`config.mk`:
```
export PLATFORM = sky130hd
export DESIGN_NAME = perform_qround
export DESIGN_NICKNAME = d
export VERILOG_FILES = /design/src/rtl/chacha_pkg.sv /design/src/rtl/chacha_arx_step.sv /design/src/rtl/perform_qround.sv
export SDC_FILE = /design/constraint.sdc
export NUM_CORES = 2
export LEC_CHECK = 0
export BUFFER_PORTS_ARGS = -buffer_cell sky130_fd_sc_hd__clkbuf_2
export CORE_ASPECT_RATIO = 0.5
export CORE_MARGIN = 1.5
export CORE_UTILIZATION = 35
export DETAILED_ROUTE_END_ITERATION = 6
export PLACE_DENSITY = 0.58
export SLEW_MARGIN = 5
export SYNTH_ARGS = -nofsm -noshare
export SYNTH_HDL_FRONTEND = slang
export SYNTH_SLANG_ARGS = --single-unit
```
`constraint.sdc`:
```
create_clock -name clk -period 6.9 [get_ports clk]
set_input_delay 0.345 -clock clk [delete_from_list [all_inputs] [get_ports clk]]
set_output_delay 0.345 -clock clk [all_outputs]
set_load 0.03 [all_outputs]
```
`src/rtl/chacha_pkg.sv`:
```
// Shared types and constants for the ChaCha20 block-function core.
package chacha_pkg;

    typedef logic [31:0] word_t;
    typedef word_t [3:0][3:0] matrix_t;

    // Micro-step of the serial ARX sequence; IDLE waits for a new block.
    typedef enum logic [3:0] {
        IDLE, S0, S1, S2, S3, S4, S5, S6, S7, S8, S9, S10, S11, S12
    } arx_state_t;

    // Quarter-round selector: Q0..Q3 are columns, Q4..Q7 are diagonals.
    typedef enum logic [2:0] {
        Q0, Q1, Q2, Q3, Q4, Q5, Q6, Q7
    } q_state_t;

    localparam int ROT_16 = 16;
    localparam int ROT_12 = 12;
    localparam int ROT_8  = 8;
    localparam int ROT_7  = 7;
    localparam int ROUNDS = 10;

    // 32-bit rotate left by a constant amount.
    function automatic word_t rotl(word_t x, int unsigned n);
        return (x << n) | (x >> (32 - n));
    endfunction

    // Column of operand k (row k) for quarter-round q. Columns select a
    // fixed column; diagonals walk one column right per row, wrapping.
    function automatic logic [1:0] qcol(q_state_t q, logic [1:0] k);
        logic [2:0] qv;
        qv = 3'(q);
        if (!qv[2]) begin
            return qv[1:0];
        end
        return qv[1:0] + k;
    endfunction

endpackage

```
`src/rtl/chacha_arx_step.sv`:
```
// One ARX micro-operation of the quarter-round, selected by the step state.
module chacha_arx_step
    import chacha_pkg::*;
(
    input  arx_state_t step,
    input  word_t      a,
    input  word_t      b,
    input  word_t      c,
    input  word_t      d,
    output word_t      a_next,
    output word_t      b_next,
    output word_t      c_next,
    output word_t      d_next
);

    // Apply the single add, xor or rotate for this step; others pass through.
    always_comb begin
        // NOTE: every output gets a default before the case so no latch is inferred.
        a_next = a;
        b_next = b;
        c_next = c;
        d_next = d;
        unique case (step)
            S0:      a_next = a + b;
            S1:      d_next = d ^ a;
            S2:      d_next = rotl(d, ROT_16);
            S3:      c_next = c + d;
            S4:      b_next = b ^ c;
            S5:      b_next = rotl(b, ROT_12);
            S6:      a_next = a + b;
            S7:      d_next = d ^ a;
            S8:      d_next = rotl(d, ROT_8);
            S9:      c_next = c + d;
            S10:     b_next = b ^ c;
            S11:     b_next = rotl(b, ROT_7);
            default: ;
        endcase
    end

endmodule

```
`src/rtl/perform_qround.sv`:
```
// ChaCha20 block function: 80 quarter-rounds run serially, one ARX step per
// clock, followed by the feed-forward addition of the latched input.
module perform_qround
    import chacha_pkg::*;
(
    input  logic              clk,
    input  logic              rst_n,
    input  logic              setRounds,
    input  word_t [3:0][3:0]  chachamatrixIN,
    output word_t [3:0][3:0]  chachamatrixOUT,
    output logic              blockready,
    output logic [3:0]        blocksproduced
);

    matrix_t    init_m;
    matrix_t    w;
    word_t      a, b, c, d;
    arx_state_t curr_step, step_nxt;
    q_state_t   curr_q, q_nxt;
    logic [3:0] round_cnt, round_nxt;
    logic       done, done_nxt;

    matrix_t    w_wb;
    matrix_t    block_sum;
    q_state_t   q_seq;
    q_state_t   sel_q;
    logic       last_qr;
    logic       finish;
    word_t      op_a, op_b, op_c, op_d;
    word_t      arx_a, arx_b, arx_c, arx_d;

    chacha_arx_step u_arx (
        .step   (curr_step),
        .a      (a),
        .b      (b),
        .c      (c),
        .d      (d),
        .a_next (arx_a),
        .b_next (arx_b),
        .c_next (arx_c),
        .d_next (arx_d)
    );

    assign q_seq   = q_state_t'(3'(curr_q) + 3'd1);
    assign last_qr = (curr_q == Q7) && (round_cnt == 4'(ROUNDS - 1));

    // Working matrix as it looks after this cycle's write-back (if any).
    always_comb begin
        w_wb = w;
        if (curr_step == S12) begin
            w_wb[0][qcol(curr_q, 2'd0)] = a;
            w_wb[1][qcol(curr_q, 2'd1)] = b;
            w_wb[2][qcol(curr_q, 2'd2)] = c;
            w_wb[3][qcol(curr_q, 2'd3)] = d;
        end
    end

    // Operand fetch: at write-back, fetch the next quarter-round's words from
    // the forwarded matrix so no idle cycle is needed between quarter-rounds.
    always_comb begin
        sel_q = (curr_step == S12) ? q_seq : curr_q;
        op_a  = w_wb[0][qcol(sel_q, 2'd0)];
        op_b  = w_wb[1][qcol(sel_q, 2'd1)];
        op_c  = w_wb[2][qcol(sel_q, 2'd2)];
        op_d  = w_wb[3][qcol(sel_q, 2'd3)];
    end

    // Feed-forward: final working state plus the original input.
    always_comb begin
        for (int i = 0; i < 4; i++) begin
            for (int j = 0; j < 4; j++) begin
                block_sum[i][j] = w_wb[i][j] + init_m[i][j];
            end
        end
    end

    // Next-state logic for step, quarter-round, round and done.
    always_comb begin
        step_nxt  = curr_step;
        q_nxt     = curr_q;
        round_nxt = round_cnt;
        done_nxt  = done;
        finish    = 1'b0;
        if (setRounds) begin
            step_nxt  = IDLE;
            q_nxt     = Q0;
            round_nxt = 4'd0;
            done_nxt  = 1'b0;
        end else begin
            unique case (curr_step)
                IDLE: begin
                    if (!done) begin
                        step_nxt = S0;
                    end
                end
                S12: begin
                    if (last_qr) begin
                        step_nxt  = IDLE;
                        q_nxt     = Q0;
                        round_nxt = 4'd0;
                        done_nxt  = 1'b1;
                        finish    = 1'b1;
                    end else begin
                        step_nxt = S0;
                        q_nxt    = q_seq;
                        if (curr_q == Q7) begin
                            round_nxt = round_cnt + 4'd1;
                        end
                    end
                end
                default: step_nxt = arx_state_t'(4'(curr_step) + 4'd1);
            endcase
        end
    end

    // Control state register.
    always_ff @(posedge clk or negedge rst_n) begin
        if (!rst_n) begin
            curr_step <= IDLE;
            curr_q    <= Q0;
            round_cnt <= 4'd0;
            done      <= 1'b0;
        end else begin
            // NOTE: sequential state uses non-blocking assignments only.
            curr_step <= step_nxt;
            curr_q    <= q_nxt;
            round_cnt <= round_nxt;
            done      <= done_nxt;
        end
    end

    // Datapath: input latch, operand registers, working matrix and outputs.
    always_ff @(posedge clk or negedge rst_n) begin
        if (!rst_n) begin
            // NOTE: the matrices are flops, not RAM, so clearing them on reset is intended.
            init_m          <= '0;
            w               <= '0;
            a               <= '0;
            b               <= '0;
            c               <= '0;
            d               <= '0;
            chachamatrixOUT <= '0;
            blockready      <= 1'b0;
            blocksproduced  <= 4'd0;
        end else begin
            blockready <= 1'b0;
            if (setRounds) begin
                init_m <= chachamatrixIN;
                w      <= chachamatrixIN;
            end else begin
                unique case (curr_step)
                    IDLE: begin
                        if (!done) begin
                            a <= op_a;
                            b <= op_b;
                            c <= op_c;
                            d <= op_d;
                        end
                    end
                    S12: begin
                        w <= w_wb;
                        a <= op_a;
                        b <= op_b;
                        c <= op_c;
                        d <= op_d;
                        if (finish) begin
                            chachamatrixOUT <= block_sum;
                            blockready      <= 1'b1;
                            blocksproduced  <= blocksproduced + 4'd1;
                        end
                    end
                    default: begin
                        a <= arx_a;
                        b <= arx_b;
                        c <= arx_c;
                        d <= arx_d;
                    end
                endcase
            end
        end
    end

endmodule

```
# Yosys cells after proc, flatten, opt, wreduce, memory -nomap -nowiden
# Cells that the tools add are included.
[word_totals]
ff_bits = 1681
input_bits = 515
output_inout_bits = 517
wordCells = 216
[classes]
add_sub_neg = 28
order_cmp = 12
n_eq_ne = 17
muxes = 70
bitwise_logic = 7
reduce_logical = 24
[op_table]
columns = ["op", "count"]
rows = [
  ["512-bit two-way mux", 3],
  ["32-bit adder", 18],
  ["128-bit bitwise mux", 4],
  ["32-bit two-way mux", 14],
  ["32-bit binary-select mux with 2-bit select", 4],
  ["32-bit demux with 2-bit select", 4],
  ["32-bit case mux with 2 select lines", 4],
  ["32-bit case mux with 3 select lines", 2],
  ["32-bit XOR", 2],
  ["32-bit by 12-bit bitwise OR with 32-bit output", 1],
  ["32-bit by 16-bit bitwise OR with 32-bit output", 1],
  ["32-bit by 7-bit bitwise OR with 32-bit output", 1],
  ["32-bit by 8-bit bitwise OR with 32-bit output", 1],
  ["4-bit == test, second input constant", 7],
  ["2-bit by 3-bit < comparator with 1-bit output, second input constant", 8],
  ["2-bit two-way mux", 12],
  ["4-bit two-way mux", 6],
  ["4-bit by 3-bit == test with 1-bit output, second input constant", 4],
  ["3-bit AND reduction", 5],
  ["4-bit by 1-bit adder with 4-bit output, second input constant", 3],
  ["1-bit two-way mux", 12],
  ["3-bit two-way mux", 4],
  ["5-bit nonzero test", 2],
  ["3-bit nonzero test", 3],
  ["16 further kinds", 33],
]

# Logic depth before layout (Yosys ltp)
[logic_depth]
word_depth = 14
ltp_mapped = 24
ltp_nobuf = 20

# Modules after synthesis
# Synthesis repeated with hierarchy kept, for this count alone.
[hier_totals]
hier_cells = 9694
area_unflattened_um2 = 101138.2
[modules_own_cells]
columns = ["module", "n_inst", "cells_each", "area_each_um2", "seq_area_each_um2"]
rows = [
  ["perform_qround", 1, 8816, 95597.9, 42065.3],
  ["chacha_arx_step", 1, 878, 5540.3, 0.0],
]

# Worst setup path after synthesis
# No wires, ideal clock.
[synth_timing]
path_kind = "reg2reg"
start = "register curr_q[0]"
end = "register chachamatrixOUT[219] (netlist bit)"
setup_time_ns = 0.129
arrival_time_ns = 4.946
slack_ns = 1.825
path_stages_with_launch = 21
period_less_slack_ns = 5.075
cell_sequence = "dfrtp_1 > inv_1 > clkbuf_1 > ha_1 > clkbuf_1 > nand3_1 > a21oi_1 > buf_2 > mux2_2 > ha_1 > a21o_1 > a221o_1 > o311ai_2 > nand2_1 > a21oi_2 > o21ai_1 > a221o_1 > a221o_1 > a21oi_2 > xor2_1 > o21ai_1"
[synth_via]
elab_chain_cells = 10
word_cells_on_any_way = 18
[synth_rtl]
columns = ["element", "line_no", "text"]
rows = [
  ["start: declaration", "perform_qround.sv:19", "q_state_t curr_q, q_nxt;"],
  ["start signal: assignment", "perform_qround.sv:126", "curr_q <= q_nxt;"],
  ["2-bit by 1-bit adder with 2-bit output or 2-bit two-way mux (tied branches)", "chacha_pkg.sv:36, chacha_pkg.sv:33", ""],
  ["2-bit two-way mux", "chacha_pkg.sv:36", "return qv[1:0] + k;"],
  ["2-bit two-way mux", "perform_qround.sv:50", "if (curr_step == S12) begin"],
  ["2-bit by 3-bit < comparator with 1-bit output (not written as such) or 2-bit by 1-bit >= comparator with 1-bit output (tied branches)", "perform_qround.sv:52", "w_wb[1][qcol(curr_q, 2'd1)] = b;"],
  ["1-bit logical AND (not written as such)", "perform_qround.sv:52", ""],
  ["32-bit two-way mux (not written as such)", "perform_qround.sv:52", ""],
  ["32-bit demux with 2-bit select", "perform_qround.sv:52", ""],
  ["128-bit bitwise mux", "perform_qround.sv:52", ""],
  ["512-bit two-way mux", "perform_qround.sv:50", ""],
  ["32-bit adder", "perform_qround.sv:72", "block_sum[i][j] = w_wb[i][j] + init_m[i][j];"],
  ["end signal: assignment", "perform_qround.sv:167", "chachamatrixOUT <= block_sum;"],
  ["end: declaration", "perform_qround.sv:10", "output word_t [3:0][3:0] chachamatrixOUT,"],
]
# Parallel ways exist; a longest one is shown, timed or not. The select of a mux whose other input is x is not followed.
# A chain may end at the register's enable or synchronous reset.

# Final worst setup path
[layout_timing]
start = "register curr_q[0]"
end = "register chachamatrixOUT[188] (netlist bit)"
# Same word-level chain as after synthesis.

==> results.ini <==
[critical_path]
reg2reg_from = curr_q[0]
start_kind = register
rrSetupSlack_ns = 0.98
rr_worst_depth = 19
worst_r2r_endpoint = chachamatrixOUT[188]
critPathCaptureType = register
critPathMaxFanout = 27
path_class = register to register
cp.required_ns = 7.60
cp_data_arrival_time_ns = 6.62

[placement]
numPortBuffers = 1031
dp_hpwl_mm = 315
place.gp.congestion = 0.964
post-place-cells = 14118
pre_cts_ws_ns = 1.08
place_area_mm2 = 0.110

[timing]
worst_clock_skew_ns = 0.0687
holdWs_ns = 0.0895
fin_tns_setup_ns = 0
max_slew_margin = 0.174
worst_slew_pin_slew_ns = 1.24
maxSlewViolCount = 0
fmaxAchievable_ghz = 0.169
fin_crit_ns = 5.92
setup_viol = 0
fin_crit_sh = 0.858
rsz0062_at_grt = no
worst_slack_ns = 0.981
hold_violations = 0

[global_route]
gr-usage-met1 = 0.349
met3_usage = 0.0630
grt_max_degree = 238
grt_pass1_wl_mm = 581
grt_pass1_vias = 81066
met2_usage = 0.438
grt_busiest_layer = met2
grt.overflow.total = 0
grt_use_total = 0.272
antenna_found_initial = 101

[clocking]
clock_latency_ns = 0.87
cts_setup_buffers = 0
tritoncts = built
cts_made_buffers = 180
postCtsHoldBufs = 514
clock_sinks = 1681
cts_resized = 0
cts_max_level = 4
clockBufferDepth = 4
root_buffer = clkbuf_16
worst_setup_hold_path_clk_slew_ns = 0.07

[detailed_routing]
drc = 0
wl_mm = 412
routedWlPerCell_um = 27.5
drt_iter0_markers = 8241
postRouteAntennaNets = 0
dr_total_vias = 83195
vias_per_cell = 5.55
first_pass_iters = 6

[synthesis]
synth_seq_cells = 1681
synth_area_mm2 = 0.101
synth_flop_cell = dfrtp_1
synth_cells = 9717
seq_area_frac_synth = 0.418
synth-edff-count = 0
synth_cell_types = 95
yosysWarnings = 0
syn_avg_cell_area_um2 = 10.3
synth.net_count = 10856
async_reset_ff_frac = 1.00

[layout]
fin_util = 0.426
final_nets = 12173
final_area_mm2 = 0.121
instances_no_fill = 14983
drive_gt1_frac = 0.276
syn_to_final_growth_pct = 20.4

[status]
status = complete, no violations

[run]
max_cap_violations = 0

[pwr]
leakage_nw = 55.2
swShare = 0.405
powerDensity_mw_per_mm2 = 304
peakVddDrop_mv = 0.182
switching_power_mw = 14.9
clkPwrFrac = 0.280
seq_power_share = 0.364
p_int_mw = 21.9
p_comb_frac = 0.355
fin_total_pwr_mw = 36.8

[die]
start_util = 0.354
die_h_um = 382
io_pins = 1032
core_mm2 = 0.284
dieArea_mm2 = 0.291
rows = 138
chipWidth_um = 761

[hold_path]
hold_class = primary input to async pin

## logic make-up after synthesis
logic type / count (synthesis) / synth area share
buffers and inverters: 722 / 0.0274
DFF: 1681 / 0.418
adders and majority gates: 624 / 0.0790
muxes: 1592 / 0.185
AOI/OAI and AO/OA: 2335 / 0.146
and+or+nand+nor: 2199 / 0.0954
xor gates and xnor gates: 564 / 0.0491
## Yosys cell counts, types with 39 or more instances
cell	count	area [µm²]
nor2b_1	66	413
a21o_1	277	2080
mux4_2	61	1370
and3_1	56	350
clkbuf_1	474	1780
xnor2_1	263	2300
dfrtp_1	1681	42100
o22ai_1	75	469
inv_1	187	702
o21bai_1	68	510
a221o_1	73	731
nand4_1	65	407
o21a_1	48	360
nand2_1	966	3630
nor3_1	74	370
nand2b_1	70	438
mux2i_1	40	400
ha_1	606	7580
nor2_1	638	2390
a31oi_1	76	475
a21oi_1	559	2800
mux2_2	1491	16800
nand3_1	123	616
o21ai_0	747	3740
xor2_1	301	2640
o31ai_1	105	788
buf_2	39	195
## flip-flops by register name (all words and copies together) (netlist names), 32 cells and up
| register | count |
|---|---|
| c | 32 |
| b | 32 |
| w | 512 |
| a | 32 |
| d | 32 |
| init_m | 512 |
| chachamatrixOUT | 512 |
## layout make-up
type / instances / area, µm²
clock buffers: 247 / 5140
flip-flops and latches: 1681 / 42100
repair buffers: 1670 / 11500
clock inverters: 65 / 856
diodes: 39 / 97.6
fillers: 27196 / 163000
well taps: 3780 / 4730
inverters: 187 / 704
multi-input cells: 7314 / 56000
## routing by layer
| layer | vias to the layer above | part of all wire |
|---|---|---|
| li1 | 37624 | - |
| met1 | 41736 | 0.42 |
| met2 | 3007 | 0.46 |
| met3 | 788 | 0.073 |
| met4 | 40 | 0.052 |
| met5 | - | 0.00065 |
## cell usage in the layout (no fill, tap or decap), types with 301 or more instances in the layout
cell,count
mux2_2,1491
dfrtp_1,1681
dlygate4sd3_1,514
ha_1,606
clkbuf_2,1029
nand2_1,961
xor2_1,301
nor2_1,632
a21oi_1,553
o21ai_0,747
## how the worst max path moves through the flow
stage / cells after the start / to / start
floorplan: 20 / chachamatrixOUT[219] / curr_q[0]
global placement: 19 / chachamatrixOUT[188] / curr_q[0]
detailed placement: 18 / chachamatrixOUT[319] / curr_step[1]
CTS: 18 / chachamatrixOUT[319] / curr_step[1]
global route: 21 / chachamatrixOUT[446] / curr_q[0]
finish: 19 / chachamatrixOUT[188] / curr_q[0]
## worst max-delay path, cell delays in order, from the launching register on
cell and delay [ns]:
dfrtp_1 0.33, buf_4 0.25, inv_1 0.07, buf_4 0.20
ha_1 0.46, nor3b_1 0.08, inv_1 0.13, a21o_1 0.47
buf_4 0.43, mux2_2 0.41, ha_1 0.32, a2111oi_0 0.57
a21oi_1 0.21, o41a_1 0.37, a31o_2 0.29, o41ai_2 0.33
o21ai_1 0.22, a311oi_1 0.33, xor2_1 0.16, o21ai_0 0.08
## power groups by stage
| stage | combinational [mW] | sequential (mW) | clock [mW] |
|---|---|---|---|
| floorplan | 8.28 | 12.0 | 0 |
| global placement | 12.4 | 13.4 | 0 |
| detailed placement | 12.5 | 13.5 | 0 |
| CTS | 12.8 | 13.3 | 10.4 |
| global route | 14.1 | 13.4 | 10.8 |
| finish | 13.1 | 13.4 | 10.3 |
(Power assumes the default switching activity.)
